--- src/rtl/ultrasonic_pkg.sv ---
// Shared types, constants and the distance conversion helper for the ultrasonic scanner.
package ultrasonic_pkg;

    typedef enum logic [2:0] {
        IDLE,
        TRIGGER,
        WAIT_ECHO,
        COUNT,
        CALC,
        HOLDOFF
    } us_state_t;

    // Centimetres per 50 MHz clock cycle in Q8.24.
    localparam logic [31:0]  CM_PER_CYCLE_Q24 = 32'h1648;
    localparam int unsigned  FRAC_BITS        = 24;
    localparam int unsigned  SAT_W            = 16;

    // Drop the fraction bits and clamp to the all-ones value of a dist_w-bit field.
    function automatic logic [SAT_W-1:0] sat_dist(input logic [63:0] product,
                                                  input int unsigned dist_w);
        logic [63:0] shifted;
        logic [63:0] max_cm;
        shifted = product >> FRAC_BITS;
        max_cm  = (64'd1 << dist_w) - 64'd1;
        if (shifted > max_cm) begin
            return {SAT_W{1'b1}};
        end
        return shifted[SAT_W-1:0];
    endfunction

endpackage

--- src/rtl/ultrasonic_array_sync2.sv ---
// Two-flop synchroniser for a bus of independent asynchronous inputs.
module sync2 #(
    parameter int unsigned W = 1
) (
    input  logic         clk,
    input  logic         rst_n,
    input  logic [W-1:0] d,
    output logic [W-1:0] q
);

    logic [W-1:0] meta;

    // Two register stages per bit to settle metastability.
    always_ff @(posedge clk or negedge rst_n) begin
        if (!rst_n) begin
            meta <= '0;
            q    <= '0;
        end else begin
            meta <= d;
            q    <= meta;
        end
    end

endmodule

--- src/rtl/ultrasonic_array.sv ---
// Round-robin scanner for N_CH HC-SR04-style sensors: trigger, echo width, distance, proximity.
module ultrasonic_array
    import ultrasonic_pkg::*;
#(
    parameter int unsigned N_CH           = 4,
    parameter int unsigned TRIG_CYCLES    = 500,
    parameter int unsigned TIMEOUT_CYCLES = 1_900_000,
    parameter int unsigned HOLDOFF_CYCLES = 3_000_000,
    parameter int unsigned CNT_W          = 22,
    parameter int unsigned DIST_W         = 8
) (
    input  logic                                          clk,
    input  logic                                          rst_n,
    input  logic                                          start,
    input  logic                                          auto_en,
    input  logic [DIST_W-1:0]                             threshold,
    input  logic [N_CH-1:0]                               echo,
    output logic [N_CH-1:0]                               trig,
    output logic                                          busy,
    output logic [N_CH*DIST_W-1:0]                        distance,
    output logic                                          dist_valid,
    output logic [((N_CH > 1) ? $clog2(N_CH) : 1)-1:0]    dist_ch,
    output logic [N_CH-1:0]                               timeout_err,
    output logic [N_CH-1:0]                               proximity,
    output logic                                          any_proximity
);

    localparam int unsigned CH_W   = (N_CH > 1) ? $clog2(N_CH) : 1;
    localparam int unsigned PROD_W = CNT_W + 32;

    localparam logic [CNT_W-1:0] TRIG_LAST = CNT_W'(TRIG_CYCLES - 1);
    localparam logic [CNT_W-1:0] TMO_LAST  = CNT_W'(TIMEOUT_CYCLES - 1);
    localparam logic [CNT_W-1:0] HOLD_LAST = CNT_W'(HOLDOFF_CYCLES - 1);
    localparam logic [CH_W-1:0]  LAST_CH   = CH_W'(N_CH - 1);

    us_state_t          state;
    logic [CH_W-1:0]    ch;
    logic [CH_W-1:0]    ch_inc;
    logic [CNT_W-1:0]   cnt;
    logic [CNT_W-1:0]   width;
    logic               timed_out;
    logic [N_CH-1:0]    echo_sync;
    logic               echo_s;
    logic [PROD_W-1:0]  product;
    logic [DIST_W-1:0]  cm;
    logic [N_CH-1:0]    prox_next;

    sync2 #(.W(N_CH)) u_echo_sync (
        .clk   (clk),
        .rst_n (rst_n),
        .d     (echo),
        .q     (echo_sync)
    );

    assign echo_s  = echo_sync[ch];
    assign ch_inc  = ch + 1'b1;
    assign dist_ch = ch;

    // Width-to-centimetre conversion and the proximity vector as it would be after CALC.
    always_comb begin
        product       = PROD_W'(width) * PROD_W'(CM_PER_CYCLE_Q24);
        cm            = DIST_W'(sat_dist(64'(product), DIST_W));
        prox_next     = proximity;
        prox_next[ch] = !timed_out && (cm != '0) && (cm < threshold);
    end

    // Measurement sequencer; cnt times TRIGGER/HOLDOFF and serves as the echo timeout.
    always_ff @(posedge clk or negedge rst_n) begin
        if (!rst_n) begin
            state         <= IDLE;
            ch            <= '0;
            cnt           <= '0;
            width         <= '0;
            timed_out     <= 1'b0;
            trig          <= '0;
            busy          <= 1'b0;
            distance      <= '0;
            dist_valid    <= 1'b0;
            timeout_err   <= '0;
            proximity     <= '0;
            any_proximity <= 1'b0;
        end else begin
            dist_valid <= 1'b0;
            case (state)
                IDLE: begin
                    if (start || auto_en) begin
                        ch    <= '0;
                        cnt   <= '0;
                        trig  <= N_CH'(1);
                        busy  <= 1'b1;
                        state <= TRIGGER;
                    end
                end
                TRIGGER: begin
                    if (cnt == TRIG_LAST) begin
                        trig  <= '0;
                        cnt   <= '0;
                        state <= WAIT_ECHO;
                    end else begin
                        cnt <= cnt + 1'b1;
                    end
                end
                WAIT_ECHO: begin
                    if (echo_s) begin
                        // The detecting cycle is already part of the pulse.
                        width <= CNT_W'(1);
                        cnt   <= cnt + 1'b1;
                        state <= COUNT;
                    end else if (cnt >= TMO_LAST) begin
                        timed_out <= 1'b1;
                        state     <= CALC;
                    end else begin
                        cnt <= cnt + 1'b1;
                    end
                end
                COUNT: begin
                    if (!echo_s) begin
                        timed_out <= 1'b0;
                        state     <= CALC;
                    end else if (cnt >= TMO_LAST) begin
                        timed_out <= 1'b1;
                        state     <= CALC;
                    end else begin
                        width <= width + 1'b1;
                        cnt   <= cnt + 1'b1;
                    end
                end
                CALC: begin
                    distance[ch*DIST_W +: DIST_W] <= timed_out ? '1 : cm;
                    timeout_err[ch] <= timed_out;
                    proximity       <= prox_next;
                    any_proximity   <= |prox_next;
                    dist_valid      <= 1'b1;
                    cnt             <= '0;
                    state           <= HOLDOFF;
                end
                HOLDOFF: begin
                    if (cnt == HOLD_LAST) begin
                        cnt <= '0;
                        if (ch != LAST_CH) begin
                            ch    <= ch_inc;
                            trig  <= N_CH'(1) << ch_inc;
                            state <= TRIGGER;
                        end else if (auto_en) begin
                            ch    <= '0;
                            trig  <= N_CH'(1);
                            state <= TRIGGER;
                        end else begin
                            busy  <= 1'b0;
                            state <= IDLE;
                        end
                    end else begin
                        cnt <= cnt + 1'b1;
                    end
                end
                default: state <= IDLE;
            endcase
        end
    end

endmodule

--- config.mk ---
export PLATFORM = sky130hd
export DESIGN_NAME = ultrasonic_array
export DESIGN_NICKNAME = d
export VERILOG_FILES = /design/src/rtl/ultrasonic_pkg.sv /design/src/rtl/ultrasonic_array_sync2.sv /design/src/rtl/ultrasonic_array.sv
export SDC_FILE = /design/constraint.sdc
export NUM_CORES = 1
export LEC_CHECK = 0
export ABC_AREA = 1
export CAP_MARGIN = 20
export CORE_MARGIN = 2
export CORE_UTILIZATION = 40
export CTS_CLUSTER_SIZE = 14
export DETAILED_ROUTE_END_ITERATION = 7
export GPL_TIMING_DRIVEN = 1
export HOLD_SLACK_MARGIN = 0.02
export PLACE_DENSITY = 0.67
export SLEW_MARGIN = 0
export SYNTH_ARGS = -nofsm -noshare
export SYNTH_HDL_FRONTEND = slang
export SYNTH_SLANG_ARGS = --single-unit
--- constraint.sdc ---
create_clock -name clk -period 5.7 [get_ports clk]
set_input_delay 0.57 -clock clk [delete_from_list [all_inputs] [get_ports clk]]
set_output_delay 0.57 -clock clk [all_outputs]
set_load 0.01 [all_outputs]
# Yosys cells after proc, flatten, opt, wreduce, memory -nomap -nowiden

Cells that the tools add are included.

Output and inout port bits: 49
Flip-flop bits (word level): 105
Logic and storage cells: 116

Muxes and demuxes: 52
Eq/ne operators: 18
$add $sub $neg: 4
$lt $le $gt $ge: 5
Shifts and indexed selects: 3
$mul: 1
Reduce and logical (&&, ||, !) cells: 19

Operators by type and width:

| operator                | number |
|---|---|
| $mux 22                 | 9 |
| $pmux 22 s6             | 1 |
| $add 22x1->22 const B   | 2 |
| $pmux 22 s2             | 1 |
| $neg 5->34              | 1 |
| $shift 8x34->32 const A | 1 |
| $shiftx 8x34->32        | 1 |
| $bwmux 32               | 1 |
| $mul 22x10->32 const B  | 1 |
| $mux 8                  | 3 |
| $eq 22x22->1 const B    | 1 |
| $eq 22x9->1 const B     | 1 |
| $ge 22x21->1 const B    | 1 |
| $mux 4                  | 5 |
| $ne 2x2->1 const B      | 10 |
| $mux 3                  | 6 |
| $pmux 3 s6              | 1 |
| $mux 1                  | 13 |
| $pmux 4 s3              | 1 |
| $gt 11x8->1 const B     | 1 |
| $reduce_and 5->1        | 2 |
| $bwmux 4                | 2 |
| $lt 8x8->1              | 1 |
| $mux 2                  | 4 |
| other kinds (24)        | 32 |

# Depth between registers and ports, before layout

Depth after elaboration: 9
Mapped depth: 36
Gate-level depth less buffers: 35

# By module

A second synthesis with hierarchy kept.

Cell total of the unflattened synthesis: 1188
Area total of the unflattened synthesis: 9357.7 um2

Modules (own cells, without submodules):

| module           | cells each | area an instance (um2) | sequential area each (um2) | instances |
|---|---|---|---|---|
| ultrasonic_array | 1180       | 9157.5                 | 2427.3                     | 1 |
| sync2            | 8          | 200.2                  | 200.2                      | 1 |

# Worst setup path after synthesis

Ideal clock, no wire load.

Path type: flip-flop to flip-flop
Start point: reg width[12]
End point: reg any_proximity
Cell stages (with the launch flop): 32
Data arrival time: 5517 ps
Setup time: 73 ps
Path slack: 110 ps
Buffers on the path: 1
Clock period less this slack: 5590 ps
Required time: 5627 ps
Cell sequence: dfrtp_1 ha_1 fa_1 fa_1 ha_1 inv_1 fa_1 inv_1 ha_1 nand2_2 inv_2 a21oi_2 nand2_1 a21oi_2 nand3_1 nand2_2 nand2_2 nor2_4 buf_6 inv_2 nor2_1 inv_1 ha_1 a211o_1 a31o_2 a41oi_1 nand2_1 inv_2 nand2_2 nand2_2 nand2_2 a21oi_2

Word-level cells in the longest chain between the ends: 9

Ends and longest elaborated chain:

| element                                            | line                    | source |
|---|---|---|
| start: declaration                                 | ultrasonic_array.sv:40  | `logic [CNT_W-1:0] width;` |
| start signal: assignment                           | ultrasonic_array.sv:124 | `width <= width + 1'b1;` |
| $mul 22x10->32 *                                   | ultrasonic_array.sv:61  | `product = PROD_W'(width) * PROD_W'(CM_PER_CYCLE_Q24);` |
| $gt 11x8->1                                        | ultrasonic_pkg.sv:25    | `if (shifted > max_cm) begin` |
| $mux 1                                             | ultrasonic_pkg.sv:25    |  |
| $mux 8 *                                           | ultrasonic_pkg.sv:28    | `return shifted[SAT_W-1:0];` |
| branches (longest 2 deep; another with $lt 8x8->1) | --                      |  |
| $logic_and 1x1->1 *                                | ultrasonic_array.sv:64  | `prox_next[ch] = !timed_out && (cm != '0) && (cm < threshold);` |
| $bwmux 4 *                                         | ultrasonic_array.sv:64  |  |
| $reduce_or 4->1 *                                  | ultrasonic_array.sv:132 | `any_proximity <= \|prox_next;` |
| end signal: assignment                             | ultrasonic_array.sv:132 |  |
| end: declaration                                   | ultrasonic_array.sv:25  | `output logic any_proximity` |

Every way passes the cells marked *.
A chain may end at the register's enable or synchronous reset.

# Final worst setup path

Start point: reg width[6]
End point: reg any_proximity

The elaborated chain is that of the path after synthesis.

==> flow_summary.ini <==
[yosys]
avgSynthCellArea_sq_um = 7.62
synth_cell_types = 51
synth_area_sq_um = 9480
yosys_warnings = 0
ys.flop_type = dfrtp_1
synth_top_area_share_pct = 27.7
synth_largest_area_cell = dfrtp_1
synth_nets = 1418
ys_top_cells_by_area = dfrtp_1, ha_1, nand2_1
ys_seq_area_share_pct = 27.7
synth_cells = 1244
async_flop_share_pct = 100
synth-edff-count = 0
ys_seq_elements = 105

[setup_path]
crit_top_cell = nand2_1
reg2reg_slack_ps = 240
critical_path.max_fanout = 5
max_stage_delay_ps = 540
cp_data_required_time_ps = 5990
crit_type = register to register
arrival_ps = 5750
startpoint_type = register
end_kind = register
cp-startpoint = width[6]
r2r-start = width[6]
cpMaxStageDelayCell = fa_1

[route]
top_layer_used = met4
via_per_inst = 5.09
num_vias = 8509
first_pass_iters = 5
met3_length_mm = 1.16
wl_per_cell_um = 14.8
drt_iter0_drc = 542
ant_nets = 0
wl_met1_mm = 11.7
drcViolationCount = 0
drt-total-wl_mm = 24.7
wl_met2_mm = 11.4

[floorplanning]
die_h_um = 158
start_util_pct = 40.5
placementRows = 56
dieArea_sq_um = 25000
core_area_sq_um = 23400
die_x_um = 158
ioPinCount = 65

[outcome]
status = finished clean

[place]
pre_cts_slack_ps = 34.2
place_congestion = 0.895
dp_hpwl_mm = 19.4
place_area_sq_um = 10700
port_buffers = 64

[clock_tree]
cts_inserted_buffers = 9
clockBufferDepth = 2
cts_tree = yes
root_buffer = clkbuf_16
cts_max_level = 3
path_clk_slew_ps = 80
clock_latency_ps = 360
cts.sinks = 105

[layout]
stdcell_area_sq_um = 11500
drive_gt1_share_pct = 11.7
n_antenna_cell = 0
fin_util_pct = 49.1
n_fill_cell = 2234
area_growth_pct = 21.3
fin_nets = 1521

[timing]
post-route-min-period_ps = 5460
hold_viol = 0
fin_crit_sh_pct = 95.8
clock_skew_ps = 17.8
worstMarginPinSlew_ps = 916
setup_viol = 0
finalMaxSlewViolations = 0
timing.fmax_mhz = 183
worst_slack_ps = 239
relSlewSlack_pct = 38.9

[grt]
gr-total-overflow = 0
track_usage_pct = 19.8
grt_pass1_wl_mm = 39.5
grt_max_degree = 75
antenna_found_initial = 0
grt_pass1_vias = 8072

[power]
p_leak_nw = 5.90
power_density_nw_per_um2 = 123
irDropWorstVdd_v = 0.000132

[min_path]
hold_class = input pin to async pin

[flow_run]
drv_cap = 0
worst paths after layout:
check | end | depth (start not counted)
setup / recovery | any_proximity | 33
hold / removal | distance[0] | 1
setup reg to reg | any_proximity | 33
hold reg to reg | u_echo_sync.q[3] | 0
max in group asynchronous | width[4] | 2
min in group clk | u_echo_sync.q[3] | 0
worst max-delay path: cells and delay by family, from the launching register on:
| family | cells | cell delay, ps |
|---|---|---|
| adder cells (fa/ha/maj) | 7 | 2580 |
| buffers and inverters | 6 | 350 |
| AO/OA/AOI/OAI | 4 | 740 |
| AND/OR/NAND/NOR | 16 | 1260 |
| flip-flops | 1 | 430 |
power breakdown:
part	switching, W	total [W]	internal [W]
sequential	0.000000950	0.000748	0.000747
combinational	0.0000215	0.0000338	0.0000124
clock	0.000320	0.000629	0.000309
cell families after synthesis:
logic type | synth area share, %
buffers and inverters | 11.2
flip-flops | 27.7
AO/OA/AOI/OAI | 11.8
AND/OR/NAND/NOR | 22.8
adder cells (fa/ha/maj) | 24.8
XOR/XNOR | 1.75
sequential cells by signal, summed over array words and instances (netlist names):
signal,count
trig,4
any_proximity,1
state,3
distance,32
timeout_err,4
cnt,22
timed_out,1
dist_ch,2
proximity,4
u_echo_sync.meta,4
dist_valid,1
u_echo_sync.q,4
busy,1
width,22
cell type report:
cell class	instances	area [sq um]	share of cell area, %
sequential	105	2640	22.9
tap	319	399	3.47
timing repair buffer	106	957	8.32
clock buffer	10	229	1.99
inverter	264	991	8.62
multi-input combinational	861	6230	54.2
clock inverter	6	57.6	0.500
timing repair:
| item | 4_1_cts | 5_1_grt |
|---|---|---|
| hold buffers | 0 | 0 |
| resized for setup | 0 | 79 |
| buffers inserted | 0 | 7 |
| endpoints found under the setup margin | 0 | 5 |
cell usage after synthesis, types with 2 or more instances:
| cell type | n |
|---|---|
| nand2_1 | 274 |
| inv_1 | 249 |
| ha_1 | 108 |
| dfrtp_1 | 105 |
| nor2_1 | 81 |
| o21ai_0 | 67 |
| nand3_1 | 52 |
| fa_1 | 50 |
| a21oi_1 | 33 |
| nand4_1 | 28 |
| nor3_1 | 20 |
| xor2_1 | 18 |
| nor4_1 | 17 |
| o31ai_1 | 17 |
| o22ai_1 | 14 |
| inv_2 | 12 |
| o211ai_1 | 10 |
| o21ai_1 | 10 |
| nand2_2 | 9 |
| clkbuf_1 | 8 |
| nor2_2 | 6 |
| o21bai_1 | 6 |
| a21oi_2 | 4 |
| a31oi_1 | 4 |
| a22o_1 | 3 |
| buf_2 | 3 |
| clkinv_1 | 3 |
| nor3b_1 | 3 |
| o2111ai_1 | 3 |
| and2_1 | 2 |
| nand3_2 | 2 |
| nand3b_1 | 2 |
| o21a_1 | 2 |
| o311ai_0 | 2 |
cells in the final DEF, fill, tap and decap left out, drive strengths merged, types with 18 or more instances in the layout:
master,instances
buf,43
inv,265
nor2,88
xor2,18
nand3,54
nor3,20
fa,50
o21ai,77
nand2,283
nand4,28
a21oi,37
ha,108
dfrtp,105
clkdlybuf4s50,63
routing by layer:
| layer | GRT usage [%] | vias up |
|---|---|---|
| li1 | - | 4245 |
| met1 | 27.1 | 4017 |
| met2 | 32.8 | 216 |
| met3 | 2.90 | 31 |
| met4 | 5.02 | 0 |
| met5 | 0 | - |
metrics by stage:
stage / hold WS [ps] / power [W] / TNS, ps / cells
final: 335 / 0.00141 / 0 / 1671
after detailed placement: 337 / 0.000797 / 0 / 1648
after floorplan: 274 / 0.000768 / 0 / 1244
after global routing: 370 / 0.00146 / -110 / 1671
after global placement: 334 / 0.000797 / 0 / 1648
after CTS: 361 / 0.00142 / 0 / 1664
Power figures use the tool's default switching activity.
